File: config.mk
export PLATFORM = sky130hd
export DESIGN_NAME = game_tick_sched
export DESIGN_NICKNAME = d
export VERILOG_FILES = /design/src/rtl/game_tick_sched.sv
export SDC_FILE = /design/constraint.sdc
export NUM_CORES = 1
export LEC_CHECK = 0
export ABC_AREA = 0
export CORE_ASPECT_RATIO = 1.2
export CORE_MARGIN = 4
export CORE_UTILIZATION = 60
export CTS_BUF_LIST = sky130_fd_sc_hd__clkbuf_8
export DETAILED_ROUTE_END_ITERATION = 12
export PLACE_DENSITY = 0.79
export SYNTH_ARGS = -nofsm -noshare
export SYNTH_HDL_FRONTEND = slang
export SYNTH_SLANG_ARGS = --single-unit
export TNS_END_PERCENT = 20
File: constraint.sdc
create_clock -name clk -period 5.35 [get_ports clk]
set_clock_uncertainty 0.1 [all_clocks]
set_input_delay 1.3375 -clock clk [delete_from_list [all_inputs] [get_ports clk]]
set_output_delay 1.3375 -clock clk [all_outputs]
set_load 0.02 [all_outputs]
File: src/rtl/game_tick_sched.sv
// game_tick_sched: tick scheduler and game-phase controller for the Pong datapath.
//
// One shared prescaler divides clk into base_tick. Sub-counters, which advance only on
// base_tick, turn it into one-cycle clock-enable strobes for ball motion, paddle sampling
// and score blinking. A four-state phase machine gates those strobes and shortens the
// ball period on every paddle hit. No derived clocks are generated.
//
// Ports:
//   clk, rst      system clock; asynchronous active-high reset
//   start         pulse, IDLE -> SERVE
//   pause_tgl     pulse, RUN <-> PAUSE
//   hit           pulse, ball struck a paddle (speeds the ball up)
//   miss          pulse, point scored (back to SERVE)
//   game_over     pulse, any state -> IDLE
//   base_tick     registered one-cycle strobe at BASE_HZ
//   ball_tick     ball-step enable (RUN only)
//   paddle_tick   paddle-update enable (held in PAUSE)
//   blink_tick    blink enable (all states)
//   state         IDLE=0, SERVE=1, RUN=2, PAUSE=3
//   ball_div      current ball divisor in base ticks
module game_tick_sched #(
  parameter int unsigned CLK_HZ        = 50000000,
  parameter int unsigned BASE_HZ       = 1000,
  parameter int unsigned BALL_DIV_INIT = 20,
  parameter int unsigned BALL_DIV_MIN  = 5,
  parameter int unsigned PADDLE_DIV    = 10,
  parameter int unsigned BLINK_DIV     = 500,
  parameter int unsigned SERVE_TICKS   = 1000
) (
  input  logic       clk,
  input  logic       rst,
  input  logic       start,
  input  logic       pause_tgl,
  input  logic       hit,
  input  logic       miss,
  input  logic       game_over,
  output logic       base_tick,
  output logic       ball_tick,
  output logic       paddle_tick,
  output logic       blink_tick,
  output logic [1:0] state,
  output logic [7:0] ball_div
);

  localparam int unsigned PrescDiv = CLK_HZ / BASE_HZ;
  localparam int unsigned PrescW   = (PrescDiv > 1) ? $clog2(PrescDiv) : 1;

  localparam logic [PrescW-1:0] PrescMax   = PrescW'(PrescDiv - 1);
  localparam logic [15:0]       PaddleLast = 16'(PADDLE_DIV - 1);
  localparam logic [15:0]       BlinkLast  = 16'(BLINK_DIV - 1);
  localparam logic [15:0]       ServeLoad  = 16'(SERVE_TICKS - 1);
  localparam logic [7:0]        BallInit   = 8'(BALL_DIV_INIT);
  localparam logic [7:0]        BallMin    = 8'(BALL_DIV_MIN);

  typedef enum logic [1:0] {
    StIdle  = 2'd0,
    StServe = 2'd1,
    StRun   = 2'd2,
    StPause = 2'd3
  } phase_e;

  phase_e            state_q, state_d;
  logic [PrescW-1:0] presc_q, presc_d;
  logic              base_tick_q, base_tick_d;
  logic [15:0]       blink_cnt_q, blink_cnt_d;
  logic [15:0]       paddle_cnt_q, paddle_cnt_d;
  logic [15:0]       ball_cnt_q, ball_cnt_d;
  logic [15:0]       serve_cnt_q, serve_cnt_d;
  logic [7:0]        ball_div_q, ball_div_d;
  logic [15:0]       ball_last;

  // ball_div is never below 1, so this cannot wrap.
  assign ball_last = {8'd0, ball_div_q} - 16'd1;

  // Strobes come straight from registered state, so they always coincide with base_tick
  // and reflect the pre-edge phase even when an input arrives in the same cycle.
  always_comb begin
    blink_tick  = base_tick_q && (blink_cnt_q >= BlinkLast);
    paddle_tick = base_tick_q && (state_q != StPause) && (paddle_cnt_q >= PaddleLast);
    ball_tick   = base_tick_q && (state_q == StRun) && (ball_cnt_q >= ball_last);
  end

  always_comb begin
    base_tick_d = (presc_q == PrescMax);
    presc_d     = (presc_q == PrescMax) ? '0 : presc_q + PrescW'(1);

    blink_cnt_d = blink_cnt_q;
    if (base_tick_q) begin
      blink_cnt_d = blink_tick ? '0 : blink_cnt_q + 16'd1;
    end

    // Paddle and ball counters simply hold while paused, so play resumes mid-period.
    paddle_cnt_d = paddle_cnt_q;
    if (base_tick_q && (state_q != StPause)) begin
      paddle_cnt_d = paddle_tick ? '0 : paddle_cnt_q + 16'd1;
    end

    ball_cnt_d = ball_cnt_q;
    if (base_tick_q && (state_q == StRun)) begin
      ball_cnt_d = ball_tick ? '0 : ball_cnt_q + 16'd1;
    end

    serve_cnt_d = serve_cnt_q;
    if (base_tick_q && (state_q == StServe) && (serve_cnt_q != '0)) begin
      serve_cnt_d = serve_cnt_q - 16'd1;
    end

    state_d    = state_q;
    ball_div_d = ball_div_q;

    // Priority: game_over > miss > pause_tgl > hit > start.
    if (game_over) begin
      state_d    = StIdle;
      ball_div_d = BallInit;
    end else begin
      unique case (state_q)
        StIdle: begin
          if (start) begin
            state_d     = StServe;
            serve_cnt_d = ServeLoad;
            ball_div_d  = BallInit;
          end
        end
        StServe: begin
          if (miss) begin
            serve_cnt_d = ServeLoad;
          end else if (base_tick_q && (serve_cnt_q == '0)) begin
            state_d    = StRun;
            ball_cnt_d = '0;
          end
        end
        StRun: begin
          if (miss) begin
            state_d     = StServe;
            serve_cnt_d = ServeLoad;
            ball_div_d  = BallInit;
          end else if (pause_tgl) begin
            state_d = StPause;
          end else if (hit) begin
            ball_div_d = (ball_div_q > BallMin) ? ball_div_q - 8'd1 : ball_div_q;
          end
        end
        StPause: begin
          if (pause_tgl) begin
            state_d = StRun;
          end
        end
        default: begin
          state_d = StIdle;
        end
      endcase
    end
  end

  always_ff @(posedge clk or posedge rst) begin
    if (rst) begin
      state_q      <= StIdle;
      presc_q      <= '0;
      base_tick_q  <= 1'b0;
      blink_cnt_q  <= '0;
      paddle_cnt_q <= '0;
      ball_cnt_q   <= '0;
      serve_cnt_q  <= '0;
      ball_div_q   <= BallInit;
    end else begin
      state_q      <= state_d;
      presc_q      <= presc_d;
      base_tick_q  <= base_tick_d;
      blink_cnt_q  <= blink_cnt_d;
      paddle_cnt_q <= paddle_cnt_d;
      ball_cnt_q   <= ball_cnt_d;
      serve_cnt_q  <= serve_cnt_d;
      ball_div_q   <= ball_div_d;
    end
  end

  assign base_tick = base_tick_q;
  assign state     = state_q;
  assign ball_div  = ball_div_q;

endmodule

==> results.toml, run 1 <==
[placed_design]
pre_cts_ws_ps = 514
placed_cell_area_um2 = 5400
dpl.hpwl_um = 7200
place.gp.congestion = 0.930
io_buffers = 20
place_inst = 653

[worst_setup_path]
rr_worst_depth = 12
end_kind = "output port"
path_common_cell = "ha_1"
critPathSlowestCell = "clkdlybuf4s50_1"
r2r_end = "ball_cnt_q[15]$_DFF_PP0_"
startpoint = "ball_div[0]$_DFFE_PP0P_"
critPathArrivalTime_ps = 3650
startpoint_type = "flop"
worstPathMaxFanout = 7
critPathKind = "reg -> out"
worstSetupEndpoint = "ball_tick"
rr_startpoint = "ball_div[0]$_DFFE_PP0P_"
cp_cell_sequence = "inv_1 -> ha_1 -> nand2b_1 -> nand3b_1 -> buf_4 -> ha_1 -> nand4_1 -> nor3_1 -> or4b_1 -> a31oi_4 -> clkdlybuf4s50_1"
worst_ep_required_time_ps = 3910
reg2reg_slack_ps = 2090
worst_path_largest_cell_delay_ps = 620

[cells_and_area]
antennaDiodeCount = 0
final_cell_mix = "dfrtp_1 (89), nor2_1 (66), nor3_1 (34), o21ai_0 (28), ha_1 (28)"
final_util_pct = 68.3
design_area_um2 = 5600
finalNetCount = 588
fin_cells = 671
layout-drive-gt1-share_pct = 7.36
area_growth_pct = 10.1
final_common_cell = "dfrtp_1"

[sta]
slew_viol_final = 0
finalSetupViolCount = 0
setup_tns_ps = 0
grt_setup_unrepaired = "false"
worstMarginPinSlew_ps = 1160
hold_viol_final = 0
fin_hold_ws_ps = 379
min_period_ps = 5090
maxSlewHeadroom_pct = 22.7
fmax_ghz = 0.196
fin_ws_ps = 260
fin_crit_sh_pct = 95.1

[clock_tree]
ctsHtreeMaxLevel = 3
ctsHoldBuffers = 0
clock-sinks = 91
cts_tree = "yes"
root_buffer = "clkbuf_8"
clkLatencyLatePin_ps = 360
cts_buffers = 9
cts_buffer_depth = 2
path_clk_slew_ps = 80

[floorplan]
die_area_um2 = 10000
initial_core_util_pct = 62.1
num_rows = 36
ios = 21
core_um2 = 8200
die_height_um = 109
die_w_um = 92.1

[global_route]
grt_usage_pct = 21.6
grt_pass1_wl_um = 17500
grt_pass1_vias = 3868
antenna_found_initial = 0
overflow = 0
grt_max_degree = 67

[power]
peakVddDrop_mv = 0.254
p_sw_mw = 0.428
power.internal_mw = 1.00
finalPower_mw = 1.43
p_per_area_nw_per_um2 = 256
p_comb_share_pct = 15.9
p_leak_nw = 2.34
switching_share_pct = 29.9
seqPwrFrac_pct = 54.1
pwr-share-clk_pct = 30.0

[route]
viasPerCell = 5.89
drcViolationCount = 0
finalWirelength_um = 10100
vias = 3953
wl_per_cell_um = 15.0
drt-initial-drc-count = 207
drt_first_pass_iters = 5
detail-route-antenna-nets = 0

[yosys]
ys.flop_type = "dfrtp_1"
syn-cell-area_um2 = 5090
ys_seq_area_share_pct = 44.8
syn_nets = 564
ys_seq_elements = 91
synth_cells = 528
avgSynthCellArea_um2 = 9.64
synth_edf_count = 0
synth-async-reset-ratio_pct = 100
ys_warn_count = 0
ys_types = 60

[outcome]
status = "completed"

[min_path]
worstHoldStart = "presc_q[0]$_DFF_PP0_"
min_path_type = "reg -> reg"

[flow_run]
drv_cap = 0
-- worst min-delay path by stage --
stage / depth (start not counted) / slack (ps) / to
after floorplan: 1 / 350 / presc_q[0]$_DFF_PP0_
after global placement: 1 / 360 / presc_q[0]$_DFF_PP0_
after detailed placement: 1 / 370 / presc_q[0]$_DFF_PP0_
after CTS: 1 / 380 / presc_q[0]$_DFF_PP0_
after global routing: 1 / 410 / presc_q[0]$_DFF_PP0_
final: 1 / 380 / presc_q[0]$_DFF_PP0_
-- routing by layer --
metal	GRT usage [%]	up-vias	part of all wire, %
met3	4.62	16	3.2
met5	0	-	0
met2	39.1	46	52
li1	-	1941	-
met4	7.01	0	1.5
met1	25.7	1950	43
-- power groups by stage --
| stage | Sequential [mW] | Clock, mW | Combinational [mW] |
|---|---|---|---|
| after floorplan | 0.781 | 0 | 0.165 |
| after global placement | 0.784 | 0 | 0.217 |
| after detailed placement | 0.785 | 0 | 0.227 |
| after CTS | 0.773 | 0.439 | 0.228 |
| after global routing | 0.780 | 0.471 | 0.253 |
| final | 0.774 | 0.430 | 0.227 |
-- worst max-delay path, delay by kind of cell (launching register included) --
| family | cells | cell delay, ps |
|---|---|---|
| simple gates | 5 | 1190 |
| flops | 1 | 420 |
| buf+inv | 3 | 940 |
| compound gates | 1 | 190 |
| fa+ha+maj | 2 | 550 |
-- cells in the mapped netlist (9+ instances only) --
cell,n,share of area [%]
dfrtp_1,89,44
nor2_1,66,4.9
nor3_1,34,3.3
ha_1,29,7.1
o21ai_0,28,2.8
nand2_1,27,2.0
nand3_1,26,2.6
xor2_1,24,4.1
xnor2_1,23,4.0
a21oi_1,19,1.9
inv_1,19,1.4
nand4_1,19,2.3
or3_1,10,1.2
a31oi_1,9,1.1
-- sequential cells by signal, indices dropped and copies added (netlist names) --
signal        cells
base_tick         1
blink_cnt_q      16
paddle_cnt_q     16
ball_div          8
presc_q          16
ball_cnt_q       16
state             2
serve_cnt_q      16
-- logic make-up (layout without fill, tap and decap cells) --
| group | after synthesis | in the layout | share of synthesized area (%) |
|---|---|---|---|
| simple gates | 247 | 247 | 26.7 |
| flops | 91 | 91 | 44.8 |
| compound gates | 76 | 76 | 9.20 |
| xor+xnor | 47 | 47 | 8.09 |
| buf+inv | 32 | 61 | 2.70 |
| fa+ha+maj | 29 | 29 | 7.13 |
| mux | 6 | 6 | 1.40 |
-- repair_timing --
action                                  CTS  global route
hold endpoints to repair                  0             0
gates resized for setup                   0             1
endpoints found under the setup margin    0             1
buffers inserted                          0             2
-- area by class of cell --
type / instances / area, µm²
clock buffers: 10 / 138
clock inverters: 6 / 38.8
fillers: 645 / 2600
inverters: 19 / 72.6
multi-input cells: 405 / 2680
flip-flops and latches: 91 / 2280
well taps: 114 / 143
repair buffers: 26 / 245
Note: power is estimated with default switching activity, not from simulation.
==> run 2: changes to the inputs <==
--- a/config.mk
+++ b/config.mk
@@ -6,12 +6,14 @@
 export NUM_CORES = 1
 export LEC_CHECK = 0
 export ABC_AREA = 0
+export CELL_PAD_IN_SITES_DETAIL_PLACEMENT = 1
+export CELL_PAD_IN_SITES_GLOBAL_PLACEMENT = 2
 export CORE_ASPECT_RATIO = 1.2
 export CORE_MARGIN = 4
-export CORE_UTILIZATION = 60
+export CORE_UTILIZATION = 41
 export CTS_BUF_LIST = sky130_fd_sc_hd__clkbuf_8
 export DETAILED_ROUTE_END_ITERATION = 12
-export PLACE_DENSITY = 0.79
+export PLACE_DENSITY_LB_ADDON = 0.1
 export SYNTH_ARGS = -nofsm -noshare
 export SYNTH_HDL_FRONTEND = slang
 export SYNTH_SLANG_ARGS = --single-unit
==> run 2 against run 1 <==
First-iteration DRC count shrank 56%. Critical path type unchanged. Clock-buffer cell count is the same. Global-route usage shrank 3.6 points.
==> results.toml, run 2 (synthesis gave the netlist of run 1 again) <==
[clock_tree]
clkLatencyLatePin_ps = 370
path_clk_slew_ps = 90
clock-sinks = 91
ctsHtreeMaxLevel = 3
cts_buffer_depth = 2
root_buffer = "clkbuf_8"
cts_buffers = 9
cts_tree = "yes"

[global_route]
antenna_found_initial = 0
overflow = 0
grt_pass1_wl_um = 20300
grt_pass1_vias = 4134
grt_usage_pct = 18.0
grt_max_degree = 50

[sta]
setup_tns_ps = 0
worstMarginPinSlew_ps = 1060
min_period_ps = 4710
fmax_ghz = 0.213
grt_setup_unrepaired = "false"
finalSetupViolCount = 0
fin_crit_sh_pct = 88.0
fin_hold_ws_ps = 384
hold_viol_final = 0
fin_ws_ps = 644
maxSlewHeadroom_pct = 29.0
slew_viol_final = 0

[route]
vias = 3918
wl_per_cell_um = 15.9
drt-initial-drc-count = 92
detail-route-antenna-nets = 0
drcViolationCount = 0
viasPerCell = 5.46
drt_first_pass_iters = 4
finalWirelength_um = 11400

[worst_setup_path]
startpoint_type = "flop"
worst_ep_required_time_ps = 3910
critPathKind = "reg -> out"
critPathArrivalTime_ps = 3270
end_kind = "output port"
worstPathMaxFanout = 8

[floorplan]
die_w_um = 110
initial_core_util_pct = 42.0
ios = 21
die_area_um2 = 14300
die_height_um = 130
core_um2 = 12100
num_rows = 44

[placed_design]
place.gp.congestion = 0.804
pre_cts_ws_ps = 474
dpl.hpwl_um = 8400
io_buffers = 20
place_inst = 701

[cells_and_area]
antennaDiodeCount = 0
seqCellArea_um2 = 2280
nFillCells = 1409
fin_cells = 718
finalNetCount = 588
layout-drive-gt1-share_pct = 7.18
area_growth_pct = 11.0
multi_input_area_um2 = 2670
final_common_cell = "dfrtp_1"
final_cell_mix = "dfrtp_1 (89), nor2_1 (66), nor3_1 (34), ha_1 (29), o21ai_0 (28)"

[flow_run]
drv_cap = 0

[power]
finalPower_mw = 1.44
peakVddDrop_mv = 0.182
p_leak_nw = 2.36
p_per_area_nw_per_um2 = 256

[outcome]
status = "completed"

[min_path]
min_path_type = "reg -> reg"
==> run 2: cell count changes in the layout (fill, tap and decap cells not counted), sizes merged <==
| cell | change |
|---|---|
| clkdlybuf4s50 | -1 |
| dlymetal6s2s | +1 |
==> run 2: worst max-delay path: stages (launching register included) <==
cell	delay, ps
dfrtp_1	430
inv_1	130
ha_1	260
nand2b_1	110
nand3b_1	160
buf_4	180
ha_1	310
nand4_1	130
nor3_1	230
or4b_1	520
a31oi_4	190
dlymetal6s2s_1	250
==> run 2: area by class of cell <==
type                       instances  area share, %
timing repair buffer              26           4.39
tap                              161           3.57
clock buffer                      10           2.44
sequential                        91           40.4
multi-input combinational        405           47.3
inverter                          19           1.28
clock inverter                     6          0.687
==> run 2: per-layer routing <==
layer / vias up / part of all wire [%] / track usage, %
li1: 1940 / - / -
met1: 1938 / 45 / 22.8
met2: 27 / 51 / 30.5
met3: 13 / 2.0 / 2.92
met4: 0 / 1.9 / 7.26
met5: - / 0 / 0
==> run 2: worst paths after layout <==
path                            slack, ps               startpoint                            to  cells after the start
max in group asynchronous            2760                      rst  paddle_cnt_q[13]$_DFFE_PP0P_                      3
min in group asynchronous            1310                      rst       ball_div[5]$_DFFE_PP0P_                      2
worst max register to register       2100  ball_div[0]$_DFFE_PP0P_       ball_cnt_q[6]$_DFF_PP0_                     12
worst min-delay path                  380     presc_q[0]$_DFF_PP0_          presc_q[0]$_DFF_PP0_                      1
worst min register to register        380     presc_q[0]$_DFF_PP0_          presc_q[0]$_DFF_PP0_                      1
worst max-delay path                  640  ball_div[0]$_DFFE_PP0P_                     ball_tick                     11
==> run 2: power by group <==
| group | internal, mW | switching [mW] | total, mW |
|---|---|---|---|
| Combinational | 0.101 | 0.131 | 0.232 |
| Sequential | 0.723 | 0.0514 | 0.774 |
| Clock | 0.182 | 0.256 | 0.438 |
==> run 2: what timing repair did <==
| item | CTS | global route |
|---|---|---|
| hold buffers | 0 | 0 |
| setup endpoints to repair | 0 | 1 |
| gates resized for setup | 0 | 1 |
| buffers inserted | 0 | 1 |
==> run 2: per-stage QoR <==
step           cell area [µm²]  utilization, %
6_report                  5650            46.6
5_1_grt                   5650            46.6
3_3_place_gp              5460            45.1
3_5_place_dp              5460            45.1
4_1_cts                   5640            46.6
2_1_floorplan             5090               -
